<file path="src/rtl/wb_test_responder_if.sv">
// Wishbone classic slave-side bus bundle for wb_test_responder.
// The master modport drives the request, the slave modport returns ack and read data.
interface wb_test_responder_if;
    logic        wbs_stb_i;
    logic        wbs_cyc_i;
    logic        wbs_we_i;
    logic [3:0]  wbs_sel_i;
    logic [31:0] wbs_adr_i;
    logic [31:0] wbs_dat_i;
    logic        wbs_ack_o;
    logic [31:0] wbs_dat_o;

    modport master (
        output wbs_stb_i, wbs_cyc_i, wbs_we_i, wbs_sel_i, wbs_adr_i, wbs_dat_i,
        input  wbs_ack_o, wbs_dat_o
    );

    modport slave (
        input  wbs_stb_i, wbs_cyc_i, wbs_we_i, wbs_sel_i, wbs_adr_i, wbs_dat_i,
        output wbs_ack_o, wbs_dat_o
    );
endinterface

</file>
<file path="src/rtl/wb_test_responder.sv">
// Wishbone test responder: ID/STATUS/SCRATCH/COUNT registers plus a 16-word RAM, STATUS shown on pads.
// Define WB_RESP_TXN_CNT_EN to add the read-only TXN completed-transaction counter at offset 0x10.
module wb_test_responder #(
    parameter logic [31:0] BASE_ADR    = 32'h3000_0000,
    parameter logic [31:0] ID_VALUE    = 32'hCA5E_0001,
    parameter int unsigned WAIT_STATES = 0
) (
    input  logic                wb_clk_i,
    input  logic                wb_rst_i,
    wb_test_responder_if.slave  wbs,
    output logic [37:0]         io_out,
    output logic [37:0]         io_oeb
);

    localparam logic [1:0] ST_IDLE = 2'd0;
    localparam logic [1:0] ST_WAIT = 2'd1;
    localparam logic [1:0] ST_ACK  = 2'd2;
    localparam logic [3:0] WAIT_LOAD = (WAIT_STATES == 0) ? 4'd0 : 4'(WAIT_STATES - 1);

    logic [1:0]  state_q, state_d;
    logic [3:0]  wait_q, wait_d;
    logic        req, hit, commit, wr;
    logic [5:0]  word;
    logic        is_ram;
    logic [3:0]  ram_idx;
    logic [7:0]  status_q;
    logic [31:0] scratch_q;
    logic [31:0] count_q;
    logic [31:0] reg_rd, reg_rd_q;
    logic [31:0] ram_rd;
    logic        rd_ram_q;
    logic        unused_adr;

    assign req     = wbs.wbs_stb_i & wbs.wbs_cyc_i;
    assign hit     = (wbs.wbs_adr_i[31:8] == BASE_ADR[31:8]);
    assign word    = wbs.wbs_adr_i[7:2];
    assign is_ram  = (word[5:4] == 2'b01);
    assign ram_idx = word[3:0];
    assign wr      = commit & wbs.wbs_we_i;
    assign unused_adr = &{1'b0, wbs.wbs_adr_i[1:0]};

    // commit marks the cycle whose closing edge enters ACK; writes land on that edge.
    always_comb begin
        state_d = state_q;
        wait_d  = wait_q;
        commit  = 1'b0;
        case (state_q)
            ST_IDLE: begin
                if (req && hit) begin
                    if (WAIT_STATES == 0) begin
                        state_d = ST_ACK;
                        commit  = 1'b1;
                    end else begin
                        state_d = ST_WAIT;
                        wait_d  = WAIT_LOAD;
                    end
                end
            end
            ST_WAIT: begin
                if (!req) begin
                    state_d = ST_IDLE;
                end else if (wait_q == 4'd0) begin
                    state_d = ST_ACK;
                    commit  = 1'b1;
                end else begin
                    wait_d = wait_q - 4'd1;
                end
            end
            ST_ACK:  state_d = ST_IDLE;
            default: state_d = ST_IDLE;
        endcase
    end

    always_ff @(posedge wb_clk_i) begin
        if (wb_rst_i) begin
            state_q <= ST_IDLE;
            wait_q  <= 4'd0;
        end else begin
            state_q <= state_d;
            wait_q  <= wait_d;
        end
    end

    always_ff @(posedge wb_clk_i) begin
        if (wb_rst_i) begin
            status_q <= 8'd0;
        end else if (wr && word == 6'd1 && wbs.wbs_sel_i[0]) begin
            status_q <= wbs.wbs_dat_i[7:0];
        end
    end

    always_ff @(posedge wb_clk_i) begin
        if (wb_rst_i) begin
            count_q <= 32'd0;
        end else if (wr && word == 6'd3) begin
            count_q <= 32'd0;
        end else begin
            count_q <= count_q + 32'd1;
        end
    end

`ifdef WB_RESP_TXN_CNT_EN
    logic [15:0] txn_w_q, txn_r_q;

    // A write to TXN clears both fields and is not itself counted.
    always_ff @(posedge wb_clk_i) begin
        if (wb_rst_i) begin
            txn_w_q <= 16'd0;
            txn_r_q <= 16'd0;
        end else if (commit) begin
            if (wbs.wbs_we_i && word == 6'd4) begin
                txn_w_q <= 16'd0;
                txn_r_q <= 16'd0;
            end else if (wbs.wbs_we_i) begin
                if (txn_w_q != 16'hFFFF) txn_w_q <= txn_w_q + 16'd1;
            end else begin
                if (txn_r_q != 16'hFFFF) txn_r_q <= txn_r_q + 16'd1;
            end
        end
    end
`endif

    genvar gi;
    generate
        for (gi = 0; gi < 4; gi++) begin : g_lane
            logic [7:0] scratch_byte_q;
            logic [7:0] ram_lane [16];
            logic [7:0] ram_rd_q;

            always_ff @(posedge wb_clk_i) begin
                if (wb_rst_i) begin
                    scratch_byte_q <= 8'd0;
                end else if (wr && word == 6'd2 && wbs.wbs_sel_i[gi]) begin
                    scratch_byte_q <= wbs.wbs_dat_i[8*gi +: 8];
                end
            end

            // RAM lane with registered read; contents are not reset.
            always_ff @(posedge wb_clk_i) begin
                if (wr && is_ram && wbs.wbs_sel_i[gi]) begin
                    ram_lane[ram_idx] <= wbs.wbs_dat_i[8*gi +: 8];
                end
                if (commit) begin
                    ram_rd_q <= ram_lane[ram_idx];
                end
            end

            assign scratch_q[8*gi +: 8] = scratch_byte_q;
            assign ram_rd[8*gi +: 8]    = ram_rd_q;
        end
    endgenerate

    always_comb begin
        reg_rd = 32'hDEAD_BEEF;
        case (word)
            6'd0: reg_rd = ID_VALUE;
            6'd1: reg_rd = {24'd0, status_q};
            6'd2: reg_rd = scratch_q;
            6'd3: reg_rd = count_q;
`ifdef WB_RESP_TXN_CNT_EN
            6'd4: reg_rd = {txn_r_q, txn_w_q};
`endif
            default: reg_rd = 32'hDEAD_BEEF;
        endcase
    end

    always_ff @(posedge wb_clk_i) begin
        if (wb_rst_i) begin
            reg_rd_q <= 32'd0;
            rd_ram_q <= 1'b0;
        end else if (commit) begin
            reg_rd_q <= reg_rd;
            rd_ram_q <= is_ram;
        end
    end

    assign wbs.wbs_ack_o = (state_q == ST_ACK);
    assign wbs.wbs_dat_o = (state_q != ST_ACK) ? 32'd0 : (rd_ram_q ? ram_rd : reg_rd_q);

    assign io_out = {status_q[7:6], 10'd0, status_q[5:0], 20'd0};
    assign io_oeb = {2'b00, {10{1'b1}}, 6'b00_0000, {20{1'b1}}};

endmodule

</file>
<file path="src/flat_wrapper.sv">
// flat-port wrapper written by rule: the top's interface ports become plain ports
module wb_test_responder_flat 
#(
    parameter logic [31:0] BASE_ADR    = 32'h3000_0000,
    parameter logic [31:0] ID_VALUE    = 32'hCA5E_0001,
    parameter int unsigned WAIT_STATES = 0
)
  (wb_clk_i, wb_rst_i, io_out, io_oeb, wbs_wbs_stb_i, wbs_wbs_cyc_i, wbs_wbs_we_i, wbs_wbs_sel_i, wbs_wbs_adr_i, wbs_wbs_dat_i, wbs_wbs_ack_o, wbs_wbs_dat_o);
  wb_test_responder_if wbs_i ();
  input  logic wb_clk_i;
  input  logic wb_rst_i;
  output logic [37:0] io_out;
  output logic [37:0] io_oeb;
  input wire logic [$bits(wbs_i.wbs_stb_i)-1:0] wbs_wbs_stb_i;
  input wire logic [$bits(wbs_i.wbs_cyc_i)-1:0] wbs_wbs_cyc_i;
  input wire logic [$bits(wbs_i.wbs_we_i)-1:0] wbs_wbs_we_i;
  input wire logic [$bits(wbs_i.wbs_sel_i)-1:0] wbs_wbs_sel_i;
  input wire logic [$bits(wbs_i.wbs_adr_i)-1:0] wbs_wbs_adr_i;
  input wire logic [$bits(wbs_i.wbs_dat_i)-1:0] wbs_wbs_dat_i;
  output wire logic [$bits(wbs_i.wbs_ack_o)-1:0] wbs_wbs_ack_o;
  output wire logic [$bits(wbs_i.wbs_dat_o)-1:0] wbs_wbs_dat_o;
  assign wbs_i.wbs_stb_i = wbs_wbs_stb_i;
  assign wbs_i.wbs_cyc_i = wbs_wbs_cyc_i;
  assign wbs_i.wbs_we_i = wbs_wbs_we_i;
  assign wbs_i.wbs_sel_i = wbs_wbs_sel_i;
  assign wbs_i.wbs_adr_i = wbs_wbs_adr_i;
  assign wbs_i.wbs_dat_i = wbs_wbs_dat_i;
  assign wbs_wbs_ack_o = wbs_i.wbs_ack_o;
  assign wbs_wbs_dat_o = wbs_i.wbs_dat_o;
  wb_test_responder #(.BASE_ADR(BASE_ADR), .ID_VALUE(ID_VALUE), .WAIT_STATES(WAIT_STATES)) u_core (.wb_clk_i(wb_clk_i), .wb_rst_i(wb_rst_i), .wbs(wbs_i), .io_out(io_out), .io_oeb(io_oeb));
endmodule
</file>
<file path="config.mk">
export PLATFORM = sky130hd
export DESIGN_NAME = wb_test_responder_flat
export DESIGN_NICKNAME = d
export VERILOG_FILES = /design/src/rtl/wb_test_responder_if.sv /design/src/rtl/wb_test_responder.sv /design/src/flat_wrapper.sv
export SDC_FILE = /design/constraint.sdc
export NUM_CORES = 1
export LEC_CHECK = 0
export BUFFER_PORTS_ARGS = -buffer_cell sky130_fd_sc_hd__buf_4
export CAP_MARGIN = 20
export CORE_MARGIN = 4
export CORE_UTILIZATION = 55
export DETAILED_ROUTE_END_ITERATION = 12
export PLACE_DENSITY = 0.8
export SLEW_MARGIN = 20
export SYNTH_ARGS = -nofsm -noshare
export SYNTH_HDL_FRONTEND = slang
export SYNTH_SLANG_ARGS = --single-unit
</file>
<file path="constraint.sdc">
create_clock -name wb_clk_i -period 4.8 [get_ports wb_clk_i]
set_input_delay 0.72 -clock wb_clk_i [delete_from_list [all_inputs] [get_ports wb_clk_i]]
set_output_delay 0.72 -clock wb_clk_i [all_outputs]
set_load 0.01 [all_outputs]
</file>
==> impl_metrics.tcl <==
set metrics [dict create \
    fp.dieW_um 228 \
    drt_iter0_markers 2050 \
    design.core.area_um2 47800 \
    peakVddDrop_v 0.000264 \
    drive_above_1_share 0.244 \
    wirelength_mm 62.0 \
    wl_per_cell_um 27.1 \
    status "completed" \
    fin_skew_ns 0.0199 \
    ctsLongestPathBuffers 3 \
    power_frac_seq 0.541 \
    min_from "wbs_wbs_dat_i[17]" \
    r2r_start "u_core.state_q[1]" \
    dieArea_um2 52200 \
    die_h_um 228 \
    routed_via_density 6.58 \
    yosysWarnings 0 \
    clock_latency_ns 0.62 \
    worst_pin_slew_ns 1.00 \
    clkTransAtPathRegs_ns 0.07 \
    area_growth_pct 11.0 \
    maxSlewHeadroom 0.332 \
    p_leak_nw 9.19 \
    rrSetupSlack_ns 1.28 \
    synth_sequential_area_ratio 0.691 \
    fin_crit_sh 0.733 \
    fmax_ghz 0.284 \
    p_per_area_nw_per_um2 381 \
    dp_hpwl_mm 38.6 \
    endpoint "u_core.g_lane[1].ram_lane[2][7]" \
    rsz0062_at_grt "no" \
    cts_hold_buffers 0 \
    gr-total-overflow 0 \
    ant_nets 0 \
    final_common_cell "edfxtp_1" \
    ys_types 50 \
    sw_frac_of_total 0.202 \
    numCtsBuffers 58 \
    crit_required_ns 5.03 \
    cts_tree "built" \
    end_kind "register" \
    slew_viol_final 0 \
    syn_area_per_cell_um2 17.1 \
    p_comb_frac 0.042 \
    yosys_register_bits 650 \
    p_switching_mw 2.28 \
    htree_levels 2 \
    crit_start "u_core.state_q[1]" \
    worstReg2RegEnd "u_core.g_lane[1].ram_lane[2][7]" \
    initial_core_util 0.558 \
    io_pins 182 \
    clkPwrFrac 0.417 \
    synth_area_um2 26700 \
    cts_sinks 650 \
    drt-pass1-iter-count 5 \
    grt_pass1_vias 15100 \
    cts_setup_buffers 0 \
    tns_ns 0 \
    setup_viol 0 \
    post-route-min-period_ns 3.52 \
    critPathKind "register to register" \
    critPathLaunchType "register" \
    holdCritPathClass "primary input to register" \
    layout_common_cells "edfxtp_1 (544), mux4_2 (160), buf_4 (129)" \
    p_int_mw 9.01 \
    post_cts_resized 0 \
    num_rows 80 \
    crit_path_max_fanout 42 \
    max-cap-violations 0 \
    finalHoldWorstSlack_ns 0.431 \
    syn-instance-count 1560 \
    grt_max_degree 86 \
    grtUsageTotal 0.236 \
    gp_congestion 0.814 \
    finalHoldViolations 0 \
    rr_worst_depth 6 \
    nNetsFinal 1707 \
    antenna_found_initial 0 \
    fill_cells 3232 \
    root_buffer "clkbuf_16" \
    drcViolationCount 0 \
    vias 15100 \
    port_buffers 111 \
    grt_pass1_wl_mm 94.6 \
    arrival_ns 3.75 \
]
-- Yosys cell counts, drive strengths merged --
cell,number,area [um2]
xnor2,7,61.3
a31o,1,8.76
a21oi,83,415
a32oi,4,35.0
and3,4,25.0
nor4bb,1,10.0
nor4,6,43.8
o21ai,8,40.0
mux4,160,3600
edfxtp,544,16300
inv,6,22.5
and2,1,6.26
nand2,29,109
a311oi,8,70.1
nor2b,40,250
nor4b,1,8.76
mux2i,40,400
or4,24,180
a211oi,21,158
nand4,46,288
dfxtp,106,2120
nand3,18,95.1
a221oi,25,219
conb,2,7.51
or2,2,12.5
o41ai,2,17.5
xor2,4,35.0
nor3,11,75.1
o211a,1,10.0
nand2b,17,106
and4,7,61.3
clkbuf,69,259
nor2,83,314
or3,10,62.6
o31ai,47,433
ha,1,12.5
buf,115,741
o2bb2ai,3,26.3
or4b,3,33.8
-- flip-flops by register name, summed over array words and instances (netlist names) --
signal,flops
u_core.count_q,32
u_core.g_lane.ram_lane,512
u_core.g_lane.ram_rd_q,32
u_core.g_lane.scratch_byte_q,32
u_core.rd_ram_q,1
u_core.reg_rd_q,32
u_core.state_q,1
u_core.status_q,8
-- cells by family (layout without fill, tap and decap cells) --
kind of cell             Yosys count  count (layout)  synth area share
flip-flops                       650             650             0.691
AND/OR/NAND/NOR                  303             303            0.0629
AO/OA/AOI/OAI                    203             203            0.0536
multiplexers                     200             200             0.150
buffers and inverters            190             238            0.0383
XOR/XNOR                          11              11           0.00361
other                              2              69          0.000281
adder cells (fa/ha/maj)            1               1          0.000468
-- worst min path at each step --
| stage | to | slack [ns] | cells past startpoint |
|---|---|---|---|
| finish | u_core.g_lane[2].ram_lane[8][1] | 0.43 | 1 |
| global route | u_core.g_lane[2].ram_lane[12][6] | 0.43 | 1 |
| detailed placement | u_core.g_lane[3].scratch_byte_q[6] | 0.46 | 2 |
| global placement | u_core.g_lane[2].scratch_byte_q[7] | 0.45 | 2 |
| floorplan | u_core.g_lane[1].scratch_byte_q[0] | 0.44 | 2 |
| CTS | u_core.g_lane[2].ram_lane[12][6] | 0.41 | 1 |
-- critical path: stages (launching register included) --
cell and delay (ns):
dfxtp_1 0.30, buf_4 0.22, nor4bb_1 0.44, nand4_1 0.15, buf_4 0.33, or4_1 0.92
nor2_1 0.75
-- stage by stage --
stage / total power [mW] / cell area, um2 / util / setup WS, ns / std cells
floorplan: 6.55 / 27000 / - / 1.83 / 1626
global placement: 6.68 / 27700 / 0.579 / 1.18 / 2187
detailed placement: 6.70 / 27700 / 0.580 / 1.04 / 2188
CTS: 11.3 / 29600 / 0.620 / 1.28 / 2289
global route: 11.6 / 29600 / 0.620 / 1.13 / 2289
finish: 11.3 / 29600 / 0.620 / 1.28 / 2290
-- layout make-up --
| type | count | area, um2 | share of cell area |
|---|---|---|---|
| Clock buffer | 67 | 1510 | 0.0508 |
| Multi-Input combinational cell | 786 | 7490 | 0.253 |
| Antenna cell | 1 | 2.50 | 0.0000844 |
| Tap cell | 615 | 769 | 0.0260 |
| Clock inverter | 34 | 403 | 0.0136 |
| Sequential cell | 650 | 18500 | 0.623 |
| Timing Repair Buffer | 131 | 993 | 0.0335 |
| Inverter | 6 | 22.5 | 0.000760 |
-- per-layer routing --
metal  vias up  wire length, um  global-route usage
met5         -                0                   0
met4         0             2110              0.0829
met3       135             6780              0.0531
met2       993            30100               0.381
met1      7639            23000               0.323
li1       6297                -                   -
-- power groups by stage --
stage	clock [mW]	sequential (mW)	combinational [mW]
detailed placement	0	6.23	0.468
global route	5.01	6.11	0.509
global placement	0	6.23	0.451
finish	4.71	6.11	0.478
floorplan	0	6.23	0.315
CTS	4.76	6.11	0.475
Power figures use the tool's default switching activity.
